<file path="config.mk">
export PLATFORM = sky130hd
export DESIGN_NAME = board_eval_flat
export DESIGN_NICKNAME = d
export VERILOG_FILES = /design/src/rtl/chess_pkg.sv /design/src/rtl/board_eval_if.sv /design/src/rtl/piece_value.sv /design/src/rtl/board_eval.sv /design/src/flat_wrapper.sv
export SDC_FILE = /design/constraint.sdc
export NUM_CORES = 1
export LEC_CHECK = 0
export CORE_MARGIN = 2
export CORE_UTILIZATION = 55
export DETAILED_ROUTE_END_ITERATION = 10
export GPL_ROUTABILITY_DRIVEN = 1
export PLACE_DENSITY = 0.8
export SLEW_MARGIN = 10
export SYNTH_ARGS = -nofsm -noshare
export SYNTH_HDL_FRONTEND = slang
export SYNTH_SLANG_ARGS = --single-unit
</file>
<file path="constraint.sdc">
create_clock -name clk -period 6.4 [get_ports clk]
set_input_delay 1.28 -clock clk [delete_from_list [all_inputs] [get_ports clk]]
set_output_delay 1.28 -clock clk [all_outputs]
set_load 0.03 [all_outputs]
</file>
<file path="src/rtl/chess_pkg.sv">
// chess_pkg: shared constants and types for board evaluation.
//   - piece codes are magnitudes; a signed code's sign gives colour
//   - weights are centipawn material values
//   - state_e is the board_eval sequencer state
package chess_pkg;

  localparam int MAX_BOARDS = 255;
  localparam int SQUARES    = 64;

  localparam logic [7:0] EMPTY  = 8'd0;
  localparam logic [7:0] PAWN   = 8'd1;
  localparam logic [7:0] KNIGHT = 8'd2;
  localparam logic [7:0] BISHOP = 8'd3;
  localparam logic [7:0] ROOK   = 8'd4;
  localparam logic [7:0] QUEEN  = 8'd5;
  localparam logic [7:0] KING   = 8'd6;

  localparam logic signed [7:0] WHITE = 8'sd1;
  localparam logic signed [7:0] BLACK = -8'sd1;

  localparam logic signed [31:0] W_PAWN   = 32'sd100;
  localparam logic signed [31:0] W_KNIGHT = 32'sd320;
  localparam logic signed [31:0] W_BISHOP = 32'sd330;
  localparam logic signed [31:0] W_ROOK   = 32'sd500;
  localparam logic signed [31:0] W_QUEEN  = 32'sd900;
  localparam logic signed [31:0] W_KING   = 32'sd20000;

  localparam logic [31:0] NO_BEST = 32'hFFFF_FFFF;

  typedef enum logic [2:0] {
    ST_IDLE,
    ST_RD_REQ,
    ST_RD_WAIT,
    ST_WR_REQ,
    ST_DONE
  } state_e;

endpackage

</file>
<file path="src/rtl/board_eval_if.sv">
// board_eval_if: CPU register port (slave_*) and SDRAM port (master_*).
//   modport slave  : the evaluator's view (answers the CPU, drives SDRAM requests)
//   modport master : the system's view (CPU + SDRAM controller)
interface board_eval_if;
  logic        slave_waitrequest;
  logic [3:0]  slave_address;
  logic        slave_read;
  logic [31:0] slave_readdata;
  logic        slave_write;
  logic [31:0] slave_writedata;

  logic        master_waitrequest;
  logic [31:0] master_address;
  logic        master_read;
  logic [31:0] master_readdata;
  logic        master_readdatavalid;
  logic        master_write;
  logic [31:0] master_writedata;

  modport slave (
    output slave_waitrequest, slave_readdata,
    input  slave_address, slave_read, slave_write, slave_writedata,
    input  master_waitrequest, master_readdata, master_readdatavalid,
    output master_address, master_read, master_write, master_writedata
  );

  modport master (
    input  slave_waitrequest, slave_readdata,
    output slave_address, slave_read, slave_write, slave_writedata,
    output master_waitrequest, master_readdata, master_readdatavalid,
    input  master_address, master_read, master_write, master_writedata
  );
endinterface

</file>
<file path="src/rtl/piece_value.sv">
// piece_value: signed material contribution of one square.
//   code_i  : signed 8-bit piece code (positive white, negative black)
//   value_o : +weight for white, -weight for black, 0 for empty/unknown
module piece_value
  import chess_pkg::*;
(
  input  logic signed [7:0]  code_i,
  output logic signed [31:0] value_o
);

  logic [7:0]         mag;
  logic signed [31:0] weight;

  always_comb begin
    // -128 has magnitude 128 and falls into the zero-weight default
    mag = code_i[7] ? (~code_i + 8'd1) : code_i;
    case (mag)
      PAWN:    weight = W_PAWN;
      KNIGHT:  weight = W_KNIGHT;
      BISHOP:  weight = W_BISHOP;
      ROOK:    weight = W_ROOK;
      QUEEN:   weight = W_QUEEN;
      KING:    weight = W_KING;
      default: weight = 32'sd0;
    endcase
    value_o = code_i[7] ? -weight : weight;
  end

endmodule

</file>
<file path="src/rtl/board_eval.sv">
// board_eval: reads N 64-square boards from SDRAM, writes one material score
// per board to a result array and tracks the best board for the side to move.
//   clk, rst_n : clock, synchronous active-low reset
//   bus        : board_eval_if.slave (CPU registers + SDRAM master)
//
// state      | meaning
// ST_IDLE    | waiting for configuration / start
// ST_RD_REQ  | read request for square s of board i held until accepted
// ST_RD_WAIT | waiting for the read data, accumulating
// ST_WR_REQ  | writing board i's score to dest+i, updating best
// ST_DONE    | job finished, results readable, may be restarted
module board_eval
  import chess_pkg::*;
(
  input  logic         clk,
  input  logic         rst_n,
  board_eval_if.slave  bus
);

  state_e             state_q, state_d;
  logic [31:0]        src_q, src_d, dest_q, dest_d;
  logic [7:0]         count_q, count_d, i_q, i_d;
  logic [5:0]         s_q, s_d;
  logic               side_q, side_d;
  logic signed [31:0] acc_q, acc_d, best_score_q, best_score_d;
  logic [31:0]        best_idx_q, best_idx_d, boards_done_q, boards_done_d;
  logic               waitreq_q;

  logic               cfg_wr, better, busy, done;
  logic signed [31:0] piece_val;
  logic               unused_rdata_hi;

  piece_value u_piece_value (
    .code_i  (bus.master_readdata[7:0]),
    .value_o (piece_val)
  );

  assign unused_rdata_hi = ^bus.master_readdata[31:8];

  always_ff @(posedge clk) begin
    if (!rst_n) begin
      state_q       <= ST_IDLE;
      src_q         <= '0;
      dest_q        <= '0;
      count_q       <= '0;
      side_q        <= 1'b0;
      i_q           <= '0;
      s_q           <= '0;
      acc_q         <= '0;
      best_score_q  <= '0;
      best_idx_q    <= NO_BEST;
      boards_done_q <= '0;
      waitreq_q     <= 1'b1;
    end else begin
      state_q       <= state_d;
      src_q         <= src_d;
      dest_q        <= dest_d;
      count_q       <= count_d;
      side_q        <= side_d;
      i_q           <= i_d;
      s_q           <= s_d;
      acc_q         <= acc_d;
      best_score_q  <= best_score_d;
      best_idx_q    <= best_idx_d;
      boards_done_q <= boards_done_d;
      waitreq_q     <= 1'b0;
    end
  end

  always_comb begin
    state_d       = state_q;
    src_d         = src_q;
    dest_d        = dest_q;
    count_d       = count_q;
    side_d        = side_q;
    i_d           = i_q;
    s_d           = s_q;
    acc_d         = acc_q;
    best_score_d  = best_score_q;
    best_idx_d    = best_idx_q;
    boards_done_d = boards_done_q;

    cfg_wr = bus.slave_write && (state_q == ST_IDLE || state_q == ST_DONE);
    better = (best_idx_q == NO_BEST) ||
             (side_q ? (acc_q < best_score_q) : (acc_q > best_score_q));

    // An 8-bit count field cannot exceed MAX_BOARDS, so no extra clamp.
    if (cfg_wr) begin
      case (bus.slave_address)
        4'd1:    src_d   = bus.slave_writedata;
        4'd2:    count_d = bus.slave_writedata[7:0];
        4'd3:    dest_d  = bus.slave_writedata;
        4'd4:    side_d  = bus.slave_writedata[0];
        default: ;
      endcase
    end

    case (state_q)
      ST_IDLE, ST_DONE: begin
        if (cfg_wr && bus.slave_address == 4'd0) begin
          acc_d         = '0;
          i_d           = '0;
          s_d           = '0;
          boards_done_d = '0;
          best_idx_d    = NO_BEST;
          best_score_d  = '0;
          state_d       = (count_q == 8'd0) ? ST_DONE : ST_RD_REQ;
        end
      end
      ST_RD_REQ: begin
        if (!bus.master_waitrequest) state_d = ST_RD_WAIT;
      end
      ST_RD_WAIT: begin
        if (bus.master_readdatavalid) begin
          acc_d = acc_q + piece_val;
          if (s_q == 6'(SQUARES - 1)) begin
            state_d = ST_WR_REQ;
          end else begin
            s_d     = s_q + 6'd1;
            state_d = ST_RD_REQ;
          end
        end
      end
      ST_WR_REQ: begin
        if (!bus.master_waitrequest) begin
          if (better) begin
            best_idx_d   = {24'd0, i_q};
            best_score_d = acc_q;
          end
          boards_done_d = boards_done_q + 32'd1;
          acc_d         = '0;
          s_d           = '0;
          i_d           = i_q + 8'd1;
          state_d = ({1'b0, i_q} + 9'd1 == {1'b0, count_q}) ? ST_DONE : ST_RD_REQ;
        end
      end
      default: state_d = ST_IDLE;
    endcase
  end

  assign busy = (state_q == ST_RD_REQ) || (state_q == ST_RD_WAIT) || (state_q == ST_WR_REQ);
  assign done = (state_q == ST_DONE);

  // Requests are gated by rst_n so a reset drops them in the cycle it is applied.
  assign bus.master_read      = rst_n && (state_q == ST_RD_REQ);
  assign bus.master_write     = rst_n && (state_q == ST_WR_REQ);
  assign bus.master_address   = bus.master_read  ? (src_q + {18'd0, i_q, 6'd0} + {26'd0, s_q}) :
                                bus.master_write ? (dest_q + {24'd0, i_q}) : 32'd0;
  assign bus.master_writedata = bus.master_write ? acc_q : 32'd0;

  assign bus.slave_waitrequest = waitreq_q;

  always_comb begin
    bus.slave_readdata = 32'd0;
    if (bus.slave_read && rst_n) begin
      case (bus.slave_address)
        4'd0:    bus.slave_readdata = {30'd0, done, busy};
        4'd1:    bus.slave_readdata = best_idx_q;
        4'd2:    bus.slave_readdata = best_score_q;
        4'd3:    bus.slave_readdata = boards_done_q;
        default: bus.slave_readdata = 32'd0;
      endcase
    end
  end

endmodule

</file>
<file path="src/flat_wrapper.sv">
// flat-port wrapper written by rule: the top's interface ports become plain ports
module board_eval_flat import chess_pkg::*;
  (clk, rst_n, bus_slave_waitrequest, bus_slave_readdata, bus_slave_address, bus_slave_read, bus_slave_write, bus_slave_writedata, bus_master_waitrequest, bus_master_readdata, bus_master_readdatavalid, bus_master_address, bus_master_read, bus_master_write, bus_master_writedata);
  board_eval_if bus_i ();
  input  logic clk;
  input  logic rst_n;
  output wire logic [$bits(bus_i.slave_waitrequest)-1:0] bus_slave_waitrequest;
  output wire logic [$bits(bus_i.slave_readdata)-1:0] bus_slave_readdata;
  input wire logic [$bits(bus_i.slave_address)-1:0] bus_slave_address;
  input wire logic [$bits(bus_i.slave_read)-1:0] bus_slave_read;
  input wire logic [$bits(bus_i.slave_write)-1:0] bus_slave_write;
  input wire logic [$bits(bus_i.slave_writedata)-1:0] bus_slave_writedata;
  input wire logic [$bits(bus_i.master_waitrequest)-1:0] bus_master_waitrequest;
  input wire logic [$bits(bus_i.master_readdata)-1:0] bus_master_readdata;
  input wire logic [$bits(bus_i.master_readdatavalid)-1:0] bus_master_readdatavalid;
  output wire logic [$bits(bus_i.master_address)-1:0] bus_master_address;
  output wire logic [$bits(bus_i.master_read)-1:0] bus_master_read;
  output wire logic [$bits(bus_i.master_write)-1:0] bus_master_write;
  output wire logic [$bits(bus_i.master_writedata)-1:0] bus_master_writedata;
  assign bus_slave_waitrequest = bus_i.slave_waitrequest;
  assign bus_slave_readdata = bus_i.slave_readdata;
  assign bus_i.slave_address = bus_slave_address;
  assign bus_i.slave_read = bus_slave_read;
  assign bus_i.slave_write = bus_slave_write;
  assign bus_i.slave_writedata = bus_slave_writedata;
  assign bus_i.master_waitrequest = bus_master_waitrequest;
  assign bus_i.master_readdata = bus_master_readdata;
  assign bus_i.master_readdatavalid = bus_master_readdatavalid;
  assign bus_master_address = bus_i.master_address;
  assign bus_master_read = bus_i.master_read;
  assign bus_master_write = bus_i.master_write;
  assign bus_master_writedata = bus_i.master_writedata;
  board_eval u_core (.clk(clk), .rst_n(rst_n), .bus(bus_i));
endmodule
</file>
==> summary.md <==
| Metric | Value |
|---|---|
| Status | complete, no violations |
| Register area share after synthesis | 0.3033 |
| Row cnt | 55 |
| Area Growth Syn to Fin | 18.01% |
| Critical path fanouts, max | 5 |
| CP Data Arrival Time | around 6.3 ns |
| Worst hold path type | flip-flop to flip-flop |
| Clk slew on worst S/H paths | 0.08 ns |
| Clk sinks | 194 |
| Maxcap violations | 0 |
| Power per Cell Area | 160.9 mW/mm^2 |
| Largest net degree at the start of global routing | 106 |
| Min cycle time layout | between 5 and 6 ns |
| Crit end category | flip-flop |
| Worst-skew pair later-pin latency | 0.44 ns |
| Core area | 0.02278 sq mm |
| Share of post-route cells with drive strength above 1 | 0.04719 |
| CP max stage cell | clkdlybuf4s50_1 |
| CTS tree | built |
| Crit path buf inv count | 3 |
| Slew margin rel. | 0.2391 |
| Synth area leaders | dfxtp_1, ha_1, nand2_1 |
| CTS Buf Count | 17 |
| Starting density of the core | 0.5622 |
| Synth warn | 0 |
| Unrepaired setup endpoints after global routing | false |
| Chip width | 156.6 microns |
| Chip height | 156.6 microns |
| Library cells used by synthesis | 76 |
| Crit Path Category | input pin to flip-flop |
| Critical R2R Launch | u_core.acc_q[5] |
| Final nets | 1942 |
| Max Fclk | 168.6 MHz |
| Final period util | 0.9269 |
| RePlAce Congestion | 0.9145 |
| Depth of the worst register-to-register path | 11 |
| Max incr delay on CP | 0.42 ns |
| Post-synth top area share | 0.3033 |
| Cells after DPL | 2062 |
| Synth Area per Inst | around 7.7 sq um |
| Top_reg_cell synth | dfxtp_1 |
| Delay-heaviest family, CP | compound AO/OA/AOI/OAI gates |
| Pwr Total | 2.432 mW |
| Post-Syn Area | 0.01281 sq mm |
| Final setup viols | 0 |
| Global route total overflow | 0 |
| DRC viols | 0 |
| Total GRT Usage | 0.2876 |
| Max Buffers Root-to-Sink | 2 |
| DR iter-0 viols | between 1000 and 1500 |
| Hold Fails Final Rpt | 0 |
| Hold slack | 0.4623 ns |
| Crit path depth | 27 |
| #FFs+latches synth | 194 |
| H-tree depth | 4 |
| Worst reg-to-reg setup slack | ~3.0 ns |
| Actual slew at the worst max-slew pin | 1.141 ns |
| EDFF count, synth | 0 |
| Sum of negative setup slack | 0 ns |
| Fill count | 1908 |
| CP startpoint | bus_master_readdata[0] |
| Drt total wl | 35080 microns |
| Hold buffers post-CTS | 0 |
| Vias/cell | about 6 |
| Die Footprint | 0.02452 sq mm |
| Commonest non-fill, non-tap cell in the layout | nand2_1 |
| Mapped Cells | 1662 |
| Postcts setup bufs | 0 |
| Drt first pass iters | 6 |
| Leading area contributor after synthesis | dfxtp_1 |
| CP Data Required Time | between 6 and 7 ns |
| Most frequent cells in the layout | nand2_1, dfxtp_1, a21oi_1 |
| Element type at the critical path start | input pin |
| I/O Buffers | between 100 and 150 |
| Vias in the first global route | 11660 |
| Worst setup path end | u_core.acc_q[23] |
| Asr flop ratio synth | 0 |
| Via count | 12500 |
| Area of the multi-input gates | 0.008270 sq mm |
| ANT cells | 0 |
| Resize count post-CTS | 0 |
| First-pass GRT wire length | between 50000 and 60000 microns |
| Lkg Pwr | between 5 and 6 nW |
| RR Endpoint | u_core.best_idx_q[7] |
| Slew Viols, Final | 0 |
| DP HPWL | 25440 microns |
| CTS root buffer | clkbuf_16 |
| Worst min-delay path startpoint | u_core.src_q[0] |
| IO Pins | between 150 and 200 |
| Initial antenna violation count | 0 |
| Wire per inst | approximately 17 microns |
| Syn nets | 1836 |
| VDD IR max | around 0.00012 V |
| Storage cell area | approximately 0.0039 sq mm |
| Antenna Violating Nets Remaining | 0 |
| Non-filler cells, final | between 2000 and 2500 |
| Final Skew | 0.01685 ns |
==> registers in the layout, summed over array words and instances, names as in the netlist, 6 cells and up <==
signal	cells
u_core.boards_done_q	32
u_core.dest_q	32
u_core.src_q	32
u_core.acc_q	31
u_core.best_score_q	31
u_core.best_idx_q	9
u_core.count_q	8
u_core.i_q	8
u_core.s_q	6
==> where the power goes <==
group,switching (mW),leakage [nW],internal [mW]
combinational,0.100,4.05,0.0698
clock,0.524,0.280,0.520
sequential,0.00623,1.56,1.21
==> cell families (layout without fill, tap and decap cells) <==
| kind of cell | Yosys count | count (layout) | share of synthesized area |
|---|---|---|---|
| multiplexers | 19 | 19 | 0.01544 |
| AND/OR/NAND/NOR | 594 | 594 | 0.2146 |
| XOR/XNOR | 128 | 128 | 0.08754 |
| buffers and inverters | 171 | 289 | 0.05237 |
| adder cells (fa/ha/maj) | 100 | 100 | 0.09946 |
| flip-flops | 194 | 194 | 0.3033 |
| other | 1 | 1 | 0.0002928 |
| AO/OA/AOI/OAI | 455 | 455 | 0.2271 |
==> worst min path at each step <==
stage / to / slack [ns] / cells after the start
2_1_floorplan: u_core.dest_q[0] / 0.44 / 2
3_3_place_gp: u_core.dest_q[3] / 0.45 / 2
3_5_place_dp: u_core.dest_q[3] / 0.45 / 2
4_1_cts: u_core.dest_q[3] / 0.46 / 2
5_1_grt: u_core.src_q[10] / 0.48 / 2
6_report: u_core.src_q[0] / 0.46 / 2
==> Yosys cell counts, types with 8 or more instances <==
cell type / number
nand2_1: 245
dfxtp_1: 194
a21oi_1: 170
nor2_1: 131
ha_1: 97
inv_1: 82
clkbuf_1: 77
xor2_1: 69
xnor2_1: 59
o21ai_0: 58
a22oi_1: 55
and3_1: 53
nand3_1: 46
a22o_1: 33
o22ai_1: 30
a21o_1: 23
nand4_1: 23
mux2i_1: 16
nor3_1: 15
nor2b_1: 13
a41oi_1: 12
and2_1: 12
nor4_1: 10
or3_1: 9
buf_2: 8
o21bai_1: 8
==> per-layer routing <==
| layer | up-vias | global-route usage | share of wire | wire length [microns] |
|---|---|---|---|---|
| met4 | 0 | 0.08781 | 0.021 | 733 |
| met1 | 5819 | 0.4030 | 0.45 | 15880 |
| met3 | 70 | 0.03822 | 0.072 | 2531 |
| li1 | 6091 | - | - | - |
| met2 | 516 | 0.4609 | 0.45 | 15930 |
| met5 | - | 0 | 0 | 0 |
==> stage by stage <==
stage	cell area [sq um]	worst slack [ns]	utilization
4_1_cts	15100	0.4021	0.6628
2_1_floorplan	12810	0.6597	-
3_5_place_dp	14530	-0.05579	0.6377
6_report	15110	0.4680	0.6634
3_3_place_gp	14530	0.06293	0.6377
5_1_grt	15110	0.01582	0.6634
==> area by class of cell <==
class                           count  share of cell area
Sequential cell                   194              0.2570
Multi-Input combinational cell   1297              0.5473
Timing Repair Buffer              175              0.1113
Inverter                           83             0.02062
Tap cell                          313             0.02591
Clock buffer                       18             0.02840
Clock inverter                     13            0.009521
==> worst register-to-register path, delay by kind of cell, from the launching register on <==
family,cells,cell delay (ns)
flip-flops,1,0.48
buffers and inverters,1,0.41
AND/OR/NAND/NOR,1,0.05
AO/OA/AOI/OAI,6,1.30
adder cells (fa/ha/maj),1,0.31
multiplexers,2,0.69
(Power assumes the default switching activity.)
